File: config.mk
export PLATFORM = sky130hd
export DESIGN_NAME = uart_tx
export DESIGN_NICKNAME = d
export VERILOG_FILES = /design/src/rtl/uart_tx.sv
export SDC_FILE = /design/constraint.sdc
export NUM_CORES = 1
export LEC_CHECK = 0
export BUFFER_PORTS_ARGS = -buffer_cell sky130_fd_sc_hd__buf_2
export CAP_MARGIN = 20
export CORE_MARGIN = 2
export CORE_UTILIZATION = 53
export DETAILED_ROUTE_END_ITERATION = 8
export HOLD_SLACK_MARGIN = 0.1
export PLACE_DENSITY = 0.85
export SLEW_MARGIN = 0
export SYNTH_ARGS = -nofsm -noshare
export SYNTH_HDL_FRONTEND = slang
export SYNTH_SLANG_ARGS = --single-unit
File: constraint.sdc
create_clock -name clk -period 2 [get_ports clk]
set_input_delay 0.1 -clock clk [delete_from_list [all_inputs] [get_ports clk]]
set_output_delay 0.1 -clock clk [all_outputs]
set_load 0.01 [all_outputs]
File: src/rtl/uart_tx.sv
// ---------------------------------------------------------------------------
// uart_tx -- byte-wide UART transmitter (8N1, optionally 8E1).
//
// Accepts one byte per tx_valid/tx_ready handshake and shifts it out on tx as
// a start bit, eight data bits LSB first, an optional even-parity bit and one
// stop bit. Every bit is held for exactly BAUDRATE clk cycles, timed by an
// internal counter that starts at zero on the accept edge.
//
// Optional feature macro: UART_TX_PARITY_EN
//   defined   -> PARITY state between DATA and STOP, tx carries the XOR of the
//                eight latched data bits (8E1, 11-bit frame).
//   undefined -> DATA goes straight to STOP (8N1, 10-bit frame).
//
// Parameters:
//   BAUDRATE  clk cycles per bit, 2..65535 (default 1302 = 50 MHz / 38400)
//
// Ports:
//   clk       system clock, rising edge
//   reset     asynchronous, active-low reset
//   tx_valid  tx_data holds a byte to send
//   tx_data   byte to send, sampled only on the accept edge
//   tx_ready  high exactly while the FSM is idle
//   tx        registered serial output, idles high
//   tx_busy   inverse of tx_ready
//   tx_done   one-cycle pulse in the cycle after the stop bit ends
// ---------------------------------------------------------------------------
module uart_tx #(
   parameter int unsigned BAUDRATE = 1302
) (
   input  logic       clk,
   input  logic       reset,
   input  logic       tx_valid,
   input  logic [7:0] tx_data,
   output logic       tx_ready,
   output logic       tx,
   output logic       tx_busy,
   output logic       tx_done
);

   localparam logic [2:0] S_IDLE   = 3'd0;
   localparam logic [2:0] S_START  = 3'd1;
   localparam logic [2:0] S_DATA   = 3'd2;
`ifdef UART_TX_PARITY_EN
   localparam logic [2:0] S_PARITY = 3'd3;
`endif
   localparam logic [2:0] S_STOP   = 3'd4;

   // Last counter value of a bit period; compared at full 16-bit width.
   localparam logic [15:0] BIT_LAST = 16'(BAUDRATE - 1);

   logic [2:0]  state;
   logic [15:0] bit_cnt;
   logic [2:0]  idx;
   logic [7:0]  shreg;
   logic        bit_end;
`ifdef UART_TX_PARITY_EN
   // Parity is captured at accept time because shreg is consumed by shifting.
   logic        par_bit;
`endif

   assign bit_end  = (bit_cnt == BIT_LAST);
   assign tx_ready = (state == S_IDLE);
   assign tx_busy  = ~tx_ready;

   always_ff @(posedge clk or negedge reset) begin
      if (!reset) begin
         state   <= S_IDLE;
         bit_cnt <= '0;
         idx     <= '0;
         shreg   <= '0;
         tx      <= 1'b1;
         tx_done <= 1'b0;
`ifdef UART_TX_PARITY_EN
         par_bit <= 1'b0;
`endif
      end else begin
         tx_done <= 1'b0;

         case (state)
            S_IDLE: begin
               if (tx_valid) begin
                  shreg   <= tx_data;
                  state   <= S_START;
                  bit_cnt <= '0;
                  tx      <= 1'b0;
`ifdef UART_TX_PARITY_EN
                  par_bit <= ^tx_data;
`endif
               end
            end

            S_START: begin
               if (bit_end) begin
                  bit_cnt <= '0;
                  state   <= S_DATA;
                  idx     <= '0;
                  tx      <= shreg[0];
               end else begin
                  bit_cnt <= bit_cnt + 16'd1;
               end
            end

            S_DATA: begin
               if (bit_end) begin
                  bit_cnt <= '0;
                  if (idx == 3'd7) begin
`ifdef UART_TX_PARITY_EN
                     state <= S_PARITY;
                     tx    <= par_bit;
`else
                     state <= S_STOP;
                     tx    <= 1'b1;
`endif
                  end else begin
                     idx   <= idx + 3'd1;
                     shreg <= {1'b0, shreg[7:1]};
                     // shreg[1] is the bit that becomes shreg[0] after this shift.
                     tx    <= shreg[1];
                  end
               end else begin
                  bit_cnt <= bit_cnt + 16'd1;
               end
            end

`ifdef UART_TX_PARITY_EN
            S_PARITY: begin
               if (bit_end) begin
                  bit_cnt <= '0;
                  state   <= S_STOP;
                  tx      <= 1'b1;
               end else begin
                  bit_cnt <= bit_cnt + 16'd1;
               end
            end
`endif

            S_STOP: begin
               if (bit_end) begin
                  bit_cnt <= '0;
                  state   <= S_IDLE;
                  tx      <= 1'b1;
                  tx_done <= 1'b1;
               end else begin
                  bit_cnt <= bit_cnt + 16'd1;
               end
            end

            default: begin
               // Unreachable encodings fall back to a quiet idle line.
               state   <= S_IDLE;
               bit_cnt <= '0;
               tx      <= 1'b1;
            end
         endcase
      end
   end

endmodule

==> results.json <==
{
  "fp.dieH_um": 61.3,
  "synth_area_um2": 1740,
  "grt.overflow.total": 0,
  "worstMarginPinSlew_ns": 0.701,
  "ys.flop_type": "dfrtp_1",
  "grt_max_degree": 33,
  "status": "completed",
  "period_share": 0.966,
  "fp.coreArea_um2": 3080,
  "top_layer": "met4",
  "dp_slack_ns": 0.0492,
  "synth_top_cell_by_area": "dfrtp_1",
  "drt-initial-drc-count": 56,
  "cts_buffer_depth": 2,
  "synth_seq_cells": 32,
  "first_pass_iters": 4,
  "yosys-top-cells-count": "dfrtp_1 (31), nand2_1 (30), o21ai_0 (10)",
  "intPower_mw": 1.37,
  "clkTransAtPathRegs_ns": 0.11,
  "grt_pass1_wl_um": 6540,
  "post-cts-setup-buffer-count": 0,
  "leakagePower_nw": 0.934,
  "skew_ns": 0.0170,
  "vias": 1517,
  "hold_path_class": "in -> reg",
  "yosysTopAreaCellShare": 0.445,
  "core.rowCount": 20,
  "insertion_delay_ns": 0.35,
  "worstSetupStartpoint": "bit_cnt[3]",
  "arrival_ns": 2.21,
  "drc": 0,
  "post_drt_wl_per_cell_um": 14.6,
  "dr_wl_met3_um": 146,
  "synth-seq-area-share": 0.460,
  "synth-edff-count": 0,
  "synthCells": 181,
  "drv_cap": 0,
  "area_delta_synth_final_pct": 22.4,
  "clock.fmax_ghz": 0.518,
  "syn_avg_cell_area_um2": 9.62,
  "min_period_ns": 1.93,
  "tritoncts": "done",
  "hp-start": "tx_valid",
  "clock_power_share": 0.186,
  "io_pins": 15,
  "crit_required_ns": 2.28,
  "pwr_density_cell_nw_per_um2": 1040,
  "cp-start-kind": "register",
  "wirelength_met1_um": 1710,
  "hold_violations": 0,
  "layout-drive-gt1-share": 0.265,
  "ys_types": 40,
  "async_reset_ff_frac": 1.00,
  "regToRegStartpoint": "bit_cnt[3]",
  "vias_per_cell": 5.77,
  "setup_tns_ns": 0,
  "antenna_found_initial": 0,
  "total_power_mw": 2.22,
  "wl_um": 3840,
  "max-slew-margin-rel": 0.533,
  "yosys_warnings": 0,
  "postRouteAntennaNets": 0,
  "die_x_um": 61.3,
  "fin_nets": 233,
  "switchingPower_uw": 845,
  "diodes": 0,
  "route.met2.wl_um": 1940,
  "irDropWorstVdd_mv": 0.842,
  "synthTopCellsByArea": "dfrtp_1 (45%), nand2_1 (6.5%), mux2_2 (5.2%), xnor2_1 (3.0%), ha_1 (2.9%)",
  "gp_congestion": 0.915,
  "switching_share": 0.381,
  "crit_fanout": 7,
  "cts_root_buf": "clkbuf_4",
  "numCtsBuffers": 5,
  "p_seq_frac": 0.420,
  "setup_viol_count_final": 0,
  "htreeDepth": 2,
  "die_area_um2": 3760,
  "critPathKind": "reg -> reg",
  "track_usage": 0.239,
  "rsz0062_at_grt": "yes",
  "holdWs_ns": 0.130,
  "r2r_setup_slack_ns": 0.07,
  "synth_fp_nets": 196,
  "drv_slew": 0,
  "grt_pass1_vias": 1493,
  "io_buffers": 14,
  "comb_power_share": 0.394,
  "dpl.hpwl_um": 2670,
  "cts.sinks": 32,
  "synth_most_common_cell": "dfrtp_1",
  "end_kind": "register",
  "initial_core_util": 0.566,
  "setup_ws_ns": 0.0687
}
## sequential cells by signal, summed over array words and instances (netlist names)
signal	count
idx	3
bit_cnt	16
tx	1
tx_done	1
shreg	8
state	3
## worst max-delay path, cell delays in order, from the launching register on
cell	delay [ns]
dfrtp_1	0.49
nand4_4	0.17
or4_4	0.58
or4_4	0.50
a21oi_2	0.14
## power by group through the flow
stage | combinational (mW) | clock, mW | sequential (mW)
2_1_floorplan | 0.590 | 0 | 0.909
3_3_place_gp | 0.776 | 0 | 0.930
3_5_place_dp | 0.822 | 0 | 0.938
4_1_cts | 0.839 | 0.419 | 0.924
5_1_grt | 0.979 | 0.451 | 0.947
6_report | 0.873 | 0.412 | 0.931
## kinds of logic (layout without fill, tap and decap cells)
kind of cell,Yosys count,in the layout,share of synthesized area
flops,32,32,0.460
buf+inv,16,54,0.0359
compound gates,34,34,0.129
simple gates,79,79,0.251
fa+ha+maj,4,4,0.0287
xor+xnor,6,6,0.0302
mux,10,10,0.0639
## stage by stage
stage	cell area, um2	std cells	utilization
6_report	2130	263	0.693
5_1_grt	2130	263	0.693
4_1_cts	2110	263	0.685
3_5_place_dp	1940	245	0.631
3_3_place_gp	1940	245	0.631
2_1_floorplan	1740	181	-
## layout by cell type (no fill, tap or decap), drive strengths merged, types with 4 or more instances in the layout
cell type	n
o21ai	11
or4	4
nor4b	5
a21oi	8
o31ai	4
xnor2	6
nand4	5
nand2	30
nor2	9
nand3	7
or3	7
nor3	4
inv	7
a31oi	4
ha	4
dlygate4sd3	10
buf	29
dfrtp	31
clkbuf	6
mux2	9
## repair_timing
| item | CTS | global route |
|---|---|---|
| setup endpoints to repair | 0 | 11 |
| resized for setup | 0 | 7 |
| endpoints found under the hold margin | 39 | 0 |
| hold buffers | 10 | 0 |
## final timing paths
| kind | endpoint | cells after the start |
|---|---|---|
| max in group asynchronous | bit_cnt[8] | 2 |
| min in group asynchronous | idx[1] | 2 |
| worst min register to register | tx_done | 1 |
| worst max register to register | bit_cnt[15] | 4 |
| worst max-delay path | bit_cnt[15] | 4 |
| worst min-delay path | state[0] | 3 |
## cell type report
class	count	area, um2
clock buffers	6	51.3
clock inverters	2	15.0
well taps	44	55.1
inverters	7	26.3
repair buffers	39	290
multi-input cells	133	892
flip-flops and latches	32	802
fillers	215	946
## routing by layer
layer	vias to the layer above	track usage
met2	36	0.398
li1	728	-
met4	0	0.0963
met1	748	0.296
met5	-	0
met3	5	0.0609
(Power assumes the default switching activity.)
